**config.mk**
```make
export PLATFORM = sky130hd
export DESIGN_NAME = bit_deserial
export DESIGN_NICKNAME = d
export VERILOG_FILES = /design/src/rtl/bit_deserial.sv
export SDC_FILE = /design/constraint.sdc
export NUM_CORES = 1
export LEC_CHECK = 0
export CAP_MARGIN = 20
export CORE_ASPECT_RATIO = 0.9
export CORE_MARGIN = 2
export CORE_UTILIZATION = 35
export DETAILED_ROUTE_END_ITERATION = 7
export RECOVER_POWER = 50
export REMOVE_ABC_BUFFERS = 1
export SETUP_SLACK_MARGIN = 0.5
export SYNTH_ARGS = -nofsm -noshare
export SYNTH_HDL_FRONTEND = slang
export SYNTH_SLANG_ARGS = --single-unit
export TNS_END_PERCENT = 50
```
**constraint.sdc**
```tcl
create_clock -name i_clk -period 2.1 [get_ports i_clk]
set_input_delay 0.21 -clock i_clk [delete_from_list [all_inputs] [get_ports i_clk]]
set_output_delay 0.21 -clock i_clk [all_outputs]
set_load 0.01 [all_outputs]
```
**src/rtl/bit_deserial.sv**
```systemverilog
// LSB-first serial-to-parallel receiver with framing, a one-word holding
// register on a valid/ready output, and sticky overrun / frame-error flags.
module bit_deserial #(
    parameter int WIDTH = 8
) (
    input  logic             i_clk,
    input  logic             i_rst,
    input  logic             i_bit,
    input  logic             i_bit_valid,
    input  logic             i_frame,
    input  logic             i_clr,
    output logic [WIDTH-1:0] o_data,
    output logic             o_valid,
    input  logic             i_ready,
    output logic             o_busy,
    output logic             o_overrun,
    output logic             o_frame_err
);

    localparam int CW = (WIDTH > 1) ? $clog2(WIDTH) : 1;

    typedef enum logic {
        S_IDLE  = 1'b0,
        S_SHIFT = 1'b1
    } state_t;

    state_t           state_q, state_d;
    logic [CW-1:0]    cnt_q, cnt_d;
    logic [WIDTH-1:0] sr_q, sr_d;
    logic [WIDTH-1:0] data_q, data_d;
    logic             valid_q, valid_d;
    logic             ovr_q, ovr_d;
    logic             ferr_q, ferr_d;
    logic             complete_s;
    logic [WIDTH-1:0] word_s;

    // Next-state logic: framing FSM, shift register, holding register and flags.
    always_comb begin
        state_d    = state_q;
        cnt_d      = cnt_q;
        sr_d       = sr_q;
        data_d     = data_q;
        valid_d    = valid_q;
        ovr_d      = ovr_q;
        ferr_d     = ferr_q;
        complete_s = 1'b0;
        word_s     = {i_bit, sr_q[WIDTH-2:0]};

        // Clear first so that a set event on the same edge takes priority.
        if (i_clr) begin
            ovr_d  = 1'b0;
            ferr_d = 1'b0;
        end else begin
            ovr_d  = ovr_q;
            ferr_d = ferr_q;
        end

        if (valid_q && i_ready) begin
            valid_d = 1'b0;
        end else begin
            valid_d = valid_q;
        end

        case (state_q)
            S_IDLE: begin
                if (i_bit_valid && i_frame) begin
                    sr_d[0] = i_bit;
                    cnt_d   = CW'(1);
                    state_d = S_SHIFT;
                end else begin
                    state_d = S_IDLE;
                end
            end
            S_SHIFT: begin
                if (i_bit_valid && i_frame) begin
                    ferr_d  = 1'b1;
                    sr_d[0] = i_bit;
                    cnt_d   = CW'(1);
                end else if (i_bit_valid) begin
                    sr_d[cnt_q] = i_bit;
                    if (cnt_q == CW'(WIDTH - 1)) begin
                        complete_s = 1'b1;
                        cnt_d      = CW'(0);
                        state_d    = S_IDLE;
                    end else begin
                        cnt_d = cnt_q + CW'(1);
                    end
                end else begin
                    state_d = S_SHIFT;
                end
            end
            default: begin
                state_d = S_IDLE;
                cnt_d   = CW'(0);
            end
        endcase

        // A word being consumed on this edge frees the slot for the new one.
        if (complete_s) begin
            if (!valid_q || i_ready) begin
                data_d  = word_s;
                valid_d = 1'b1;
            end else begin
                ovr_d = 1'b1;
            end
        end else begin
            data_d = data_q;
        end
    end

    // State and datapath registers with asynchronous reset.
    always_ff @(posedge i_clk or posedge i_rst) begin
        if (i_rst) begin
            state_q <= S_IDLE;
            cnt_q   <= CW'(0);
            sr_q    <= {WIDTH{1'b0}};
            data_q  <= {WIDTH{1'b0}};
            valid_q <= 1'b0;
            ovr_q   <= 1'b0;
            ferr_q  <= 1'b0;
        end else begin
            state_q <= state_d;
            cnt_q   <= cnt_d;
            sr_q    <= sr_d;
            data_q  <= data_d;
            valid_q <= valid_d;
            ovr_q   <= ovr_d;
            ferr_q  <= ferr_d;
        end
    end

    assign o_data      = data_q;
    assign o_valid     = valid_q;
    assign o_busy      = (state_q == S_SHIFT);
    assign o_overrun   = ovr_q;
    assign o_frame_err = ferr_q;

endmodule
```
==> summary.md, run 1 <==
| Metric | Value |
|---|---|
| Status | complete, no violations |
| GPL Wtd Cong | 0.7886 |
| CP endpoint kind | flip-flop |
| RSZ-0062 raised after global routing | false |
| Die footprint | approximately 3400 µm² |
| CTS tree | done |
| Num rows | 18 |
| Max Slew Vio Count | 0 |
| Maxcap violations | 0 |
| Routed WL | 1653 µm |
| Fmax | 636.9 MHz |
| Post-Place Worst Slack | about 0.22 ns |
| Leakage Power | around 0.00058 µW |
| Final #Nets | 110 |
| Final setup margin | 0.5298 ns |
| Vias in the first global route | just under 600 |
| Mapped Avg Cell Area | roughly 14 µm² |
| Hold Vio Cnt, Final | 0 |
| Reg-to-reg startpoint | o_busy$_DFF_PP0_ |
| Routed vias/inst | 4.504 |
| R2R cell count | 3 |
| CP peak stage delay | approximately 0.48 ns |
| Critical path arrival | 1.76 ns |
| Hold buffer count at cts | 0 |
| Max_slew headroom | about 25% |
| Routed WL per cell | roughly 12 µm |
| Clock Pin Slew Worst Setup and Hold Paths | about 0.11 ns |
| Cts bufs inserted | 3 |
| Flop-to-flop setup slack | approximately 0.53 ns |
| CTS root buf | clkbuf_4 |
| Grt total ovfl | 0 |
| Crit-path max FO | 9 |
| Post-synthesis sequential area ratio | a little over half |
| Worst Setup EP | o_data[1]$_DFFE_PP0P_ |
| Min Clock Period, post-route | 1.570 ns |
| Synth-to-Final Area Change | 27.22% |
| HPWL Detailed | roughly 1200 µm |
| # placed instances | between 100 and 150 |
| Flop and latch count out of synthesis | 22 |
| First-pass GRT wire length | about 2800 µm |
| RR Endpoint | o_data[1]$_DFFE_PP0P_ |
| Commonest non-fill, non-tap cell in the layout | dfrtp_1 |
| YS warnings | 0 |
| Worst VDD drop | slightly below 300 µV |
| DR iter-0 viols | 7 |
| Worst Skew | roughly 0.0037 ns |
| CTS H-tree depth | 1 |
| Slew @ Worst Pin | 1.125 ns |
| Worst-Skew Late Latency | ~0.3 ns |
| Most frequent cells in the layout | 20 x dfrtp_1, 17 x clkdlybuf4s50_1, 8 x mux2_4 |
| Post-Route Setup TNS | 0 ns |
| Antenna violations before repair | 0 |
| Synth cell types | 22 |
| Final Non-Filler Cells | roughly 140 |
| Largest net degree at the start of global routing | 23 |
| Slowest cell on the critical path | dfrtp_1 |
| Cell Pwr Density | approximately 770 nW/µm² |
| CP Launch Type | flip-flop |
| Die height | 55.11 µm |
| DR vias | roughly 630 |
| Critical path launch point | o_busy$_DFF_PP0_ |
| Setup violators final | 0 |
| Ordered list of cells on the worst path | and3b_1, and3_4, mux2_4 |
| Worst Hold Class | input pin to flip-flop |
| Hold WS | between 0.5 and 0.6 ns |
| Critical path class | flip-flop to flip-flop |
| Number of diodes | 0 |
| IO Port Bufs | 18 |
| Fin crit share | between 70 and 80% |
| Initial Util | roughly 37% |
| Overall Global Routing Usage | around an eighth |
| Clk sinks | 22 |
| Post-layout util | ~47% |
| Post-Syn Area | roughly 1000 µm² |
| Die Width | roughly 60 µm |
| DR pass1 iterations | 3 |
| WP data required | about 2.3 ns |
| DRC | 0 |
| Clock Path Buffers | 2 |
| Io pins | 19 |
| Final ANT Viol Nets | 0 |
| Core footprint | between 2000 and 3000 µm² |
| Mapped Cells | 75 |
| Layout cells sized above 1 | around 30% |
how the worst min path moves through the flow:
| stage | start | end | slack (ns) | cells after the start |
|---|---|---|---|---|
| 2_1_floorplan | i_rst | cnt_q[0]$_DFFE_PP0P_ | 0.20 | 1 |
| 3_3_place_gp | sr_q[5]$_DFFE_PP0P_ | o_data[5]$_DFFE_PP0P_ | 0.49 | 1 |
| 3_5_place_dp | sr_q[5]$_DFFE_PP0P_ | o_data[5]$_DFFE_PP0P_ | 0.50 | 1 |
| 4_1_cts | i_rst | o_data[4]$_DFFE_PP0P_ | 0.23 | 3 |
| 5_1_grt | i_clr | o_overrun$_DFF_PP0_ | 0.48 | 2 |
| 6_report | i_clr | o_overrun$_DFF_PP0_ | 0.51 | 2 |
cell families after synthesis:
kind of cell             synth area share, %
flip-flops                             54.19
adder cells (fa/ha/maj)                3.695
AO/OA/AOI/OAI                          5.542
AND/OR/NAND/NOR                        12.93
multiplexers                           19.58
buffers and inverters                  4.063
critical path, delay by kind of cell (launching register included):
family | cells | cell delay [ns]
multiplexers | 1 | 0.31
AND/OR/NAND/NOR | 2 | 0.67
flip-flops | 1 | 0.48
what timing repair did:
item | in CTS | in global routing
pin swaps | 0 | 1
gates resized for setup | 2 | 2
setup buffers | 1 | 2
setup endpoints to repair | 8 | 9
hold endpoints to repair | 0 | 0
report_power, final:
group	switching (µW)	internal [µW]
combinational	79.9	144
clock	119	106
sequential	48.8	503
per-stage QoR:
step,power (µW),area [µm²]
after detailed placement,771.1,1235
after CTS,1007,1281
after global routing,1073,1292
final,999.1,1292
after global placement,764.9,1235
after floorplan,681.6,989.7
cells in the mapped netlist, drive strengths merged:
master	instances	area share [%]
dfrtp	22	54
mux2	15	20
nand2	6	2.2
inv	4	1.5
o21ai	4	2.0
ha	3	3.7
nand3	3	1.5
a22o	2	2.0
buf	2	2.2
nand3b	2	1.5
nand4b	2	1.7
a32o	1	0.99
and3	1	1.1
and3b	1	0.86
and4bb	1	1.2
clkbuf	1	0.37
nor2	1	0.37
nor3b	1	0.74
nor4b	1	0.86
o22ai	1	0.62
or2b	1	0.86
per-layer routing:
metal	global-route usage, %	up-vias	routed length (µm)
li1	-	316	-
met4	4.348	0	27
met5	0	-	0
met2	17.92	14	730
met3	3.721	2	77
met1	15.32	294	816
layout make-up:
type | instances | area [µm²]
Fill cell | 270 | 1455
Sequential cell | 22 | 553.0
Multi-Input combinational cell | 46 | 424.2
Clock buffer | 4 | 36.28
Inverter | 4 | 15.01
Timing Repair Buffer | 23 | 214.0
Tap cell | 40 | 50.05
sequential cells by signal (all words and copies together), names as in the netlist:
name,cells
sr_q,7
o_busy,1
o_overrun,1
o_frame_err,1
cnt_q,3
o_valid,1
o_data,8
Note: power is estimated with default switching activity, not from simulation.
==> inputs of run 2 (changes only) <==
==> constraint.sdc (replaced) <==
create_clock -name i_clk -period 1.5 [get_ports i_clk]
set_input_delay 0.15 -clock i_clk [delete_from_list [all_inputs] [get_ports i_clk]]
set_output_delay 0.15 -clock i_clk [all_outputs]
set_load 0.01 [all_outputs]
==> run 2 against run 1 <==
Effect of this change:
- core utilization up 6.0 points
- global-route usage is 2.0 points higher
- clock skew is 0.0057 ns higher
- flip-flop and latch count is the same
- highest routed layer unchanged
==> summary.md, run 2 (same netlist as run 1, synthesis figures left out) <==
| Metric | Value |
|---|---|
| Post-Place Worst Slack | -0.1077 ns (was 0.2240 ns) |
| Critical path launch point | o_busy$_DFF_PP0_ (unchanged) |
| Antenna violations before repair | 0 (unchanged) |
| Cell Pwr Density | 1105 nW/µm² (was 773.0 nW/µm²) |
| Worst-Skew Late Latency | 0.31 ns (was 0.30 ns) |
| Area post-placement | 1303 µm² (was 1235 µm²) |
| Number of buffers and inverters on the critical path | 1 (was 0) |
| Worst VDD drop | 584.4 µV (was 289.8 µV) |
| Most frequent cells in the layout | 21 x dfrtp_1, 21 x buf_4, 11 x mux2_4 (was 20 x dfrtp_1, 17 x clkdlybuf4s50_1, 8 x mux2_4) |
| Hold Vio Cnt, Final | 0 (unchanged) |
| Initial Util | 36.98% (unchanged) |
| WP data required | 1.72 ns (was 2.29 ns) |
| Vias in the first global route | 737 (was 586) |
| Die Width | 60.79 µm (unchanged) |
| GPL Wtd Cong | 0.7686 (was 0.7886) |
| Critical path arrival | 1.61 ns (was 1.76 ns) |
| Max_slew headroom | 64.06% (was 24.98%) |
| Die height | 55.11 µm (unchanged) |
| DRC | 0 (unchanged) |
| NetSw | 395.1 µW (was 247.3 µW) |
| Reg-to-reg startpoint | o_busy$_DFF_PP0_ (unchanged) |
| Num rows | 18 (unchanged) |
| CP Launch Type | flip-flop (unchanged) |
| CP endpoint kind | flip-flop (unchanged) |
| CP peak stage delay | 0.40 ns (was 0.48 ns) |
| CTS tree | done (unchanged) |
| Share of power burned in registers | 47.9% (was 55.2%) |
| First-pass GRT wire length | 3284 µm (was 2753 µm) |
| Io pins | 19 (unchanged) |
| Slowest cell on the critical path | dfrtp_1 (unchanged) |
| Setup violators final | 0 (unchanged) |
| Critical path class | flip-flop to flip-flop (unchanged) |
| Die footprint | 3350 µm² (unchanged) |
| Final setup margin | 0.1048 ns (was 0.5298 ns) |
| Grt total ovfl | 0 (unchanged) |
| Fin area | 1458 µm² (was 1292 µm²) |
| DR iter-0 viols | 14 (was 7) |
| Ordered list of cells on the worst path | buf_6, and3b_2, and3_4, mux2_4 (was and3b_1, and3_4, mux2_4) |
| Min Clock Period, post-route | 1.395 ns (was 1.570 ns) |
| Slew @ Worst Pin | 0.5391 ns (was 1.125 ns) |
| Internal power | 1216 µW (was 751.8 µW) |
| Clock Pin Slew Worst Setup and Hold Paths | 0.13 ns (was 0.11 ns) |
| DR pass1 iterations | 4 (was 3) |
| RSZ-0062 raised after global routing | true (was false) |
| Clock Path Buffers | 2 (unchanged) |
| R2R cell count | 4 (was 3) |
| HPWL Detailed | 1315 µm (was 1205 µm) |
| Worst Hold Class | input pin to asynchronous set/reset pin (was input pin to flip-flop) |
| Max Slew Vio Count | 0 (unchanged) |
| Routed WL per cell | 12.39 µm (was 11.89 µm) |
| IO Port Bufs | 18 (unchanged) |
| Layout cells sized above 1 | 50.42% (was 30.30%) |
| Max FFs per register | 8 (unchanged) |
| Maxcap violations | 0 (unchanged) |
| Routed vias/inst | 4.572 (was 4.504) |
| Final #Nets | 130 (was 110) |
| Combinational power share | 23.8% (was 22.4%) |
| Fill count | 259 (was 270) |
| Status | complete, no violations (unchanged) |
| RR Endpoint | o_data[6]$_DFFE_PP0P_ (was o_data[1]$_DFFE_PP0P_) |
| Routed WL | 1970 µm (was 1653 µm) |
| Core footprint | 2748 µm² (unchanged) |
| Crit-path max FO | 8 (was 9) |
| Fmax | 716.7 MHz (was 636.9 MHz) |
| Largest net degree at the start of global routing | 23 (unchanged) |
| Clock power share | 28.3% (was 22.4%) |
| Fin crit share | 93.01% (was 74.77%) |
| DR vias | 727 (was 626) |
| Crit-path leading delay family | simple AND/OR/NAND/NOR gates (unchanged) |
| Number of diodes | 0 (unchanged) |
| Worst Skew | 0.009353 ns (was 0.003670 ns) |
| Synth-to-Final Area Change | 43.47% (was 27.22%) |
| Flop-to-flop setup slack | 0.10 ns (was 0.53 ns) |
| Sw Ratio | 24.53% (was 24.75%) |
| Cts bufs inserted | 3 (unchanged) |
| Leakage Power | 0.0007083 µW (was 0.0005816 µW) |
| CTS root buf | clkbuf_4 (unchanged) |
| Final ANT Viol Nets | 0 (unchanged) |
| CTS H-tree depth | 1 (unchanged) |
| Clk sinks | 22 (unchanged) |
| Overall Global Routing Usage | 13.59% (was 11.63%) |
[run 2: cell types whose count changed in the layout (fill, tap and decap cells not counted), sizes merged]
cell / previous run / this run
buf: 4 / 30
clkdlybuf4s50: 17 / 5
clkbuf: 5 / 9
bufinv: 0 / 1
dlygate4sd2: 0 / 1
[run 2: worst register-to-register path, cell delays in order, from the launching register on]
cell     delay (ns)
dfrtp_1        0.40
buf_6          0.11
and3b_2        0.19
and3_4         0.28
mux2_4         0.32
[run 2: final cells by class]
type	instances	area (µm²)	area share, %
well taps	40	50.05	3.433
multi-input cells	46	467.9	32.10
flip-flops and latches	22	551.8	37.85
inverters	4	15.01	1.030
repair buffers	43	320.3	21.97
clock buffers	3	22.52	1.545
clock inverters	1	30.03	2.060
[run 2: worst max path at each step]
stage	endpoint	cells after the start
after floorplan	o_data[0]$_DFFE_PP0P_	4
after CTS	o_data[2]$_DFFE_PP0P_	4
after global routing	o_data[5]$_DFFE_PP0P_	4
final	o_data[6]$_DFFE_PP0P_	4
after global placement	o_data[1]$_DFFE_PP0P_	4
after detailed placement	o_data[1]$_DFFE_PP0P_	4
[run 2: layer usage]
metal  global-route usage [%]  routed length [µm]  up-vias
li1                         -                   -      353
met1                    16.98                 929      358
met2                    22.94                 935       14
met3                    3.721                  76        2
met4                    4.348                  29        0
met5                        0                   0        -
[run 2: power groups by stage]
| stage | clock, µW | sequential (µW) | combinational, µW |
|---|---|---|---|
| floorplan | 0 | 788 | 167 |
| global placement | 0 | 774 | 320 |
| detailed placement | 0 | 780 | 331 |
| CTS | 468 | 775 | 358 |
| global route | 490 | 789 | 423 |
| finish | 455 | 772 | 384 |
[run 2: stage by stage]
stage / utilization [%] / total power (µW) / instances / setup TNS (ns) / hold slack, ns
4_1_cts: 52.00 / 1601 / 153 / 0 / 0.1566
5_1_grt: 53.05 / 1703 / 159 / 0 / 0.4417
3_5_place_dp: 47.40 / 1111 / 141 / -1.259 / 0.4875
6_report: 53.05 / 1611 / 159 / 0 / 0.3784
3_3_place_gp: 47.40 / 1094 / 141 / -0.8808 / 0.4833
2_1_floorplan: - / 954.2 / 72 / 0 / 0.1392
[run 2: what timing repair did]
item                                    CTS  global route
resized for setup                        40            12
endpoints found under the setup margin   33            33
setup buffers                             8             6
hold buffers                              0             0
pin swaps                                 3             1
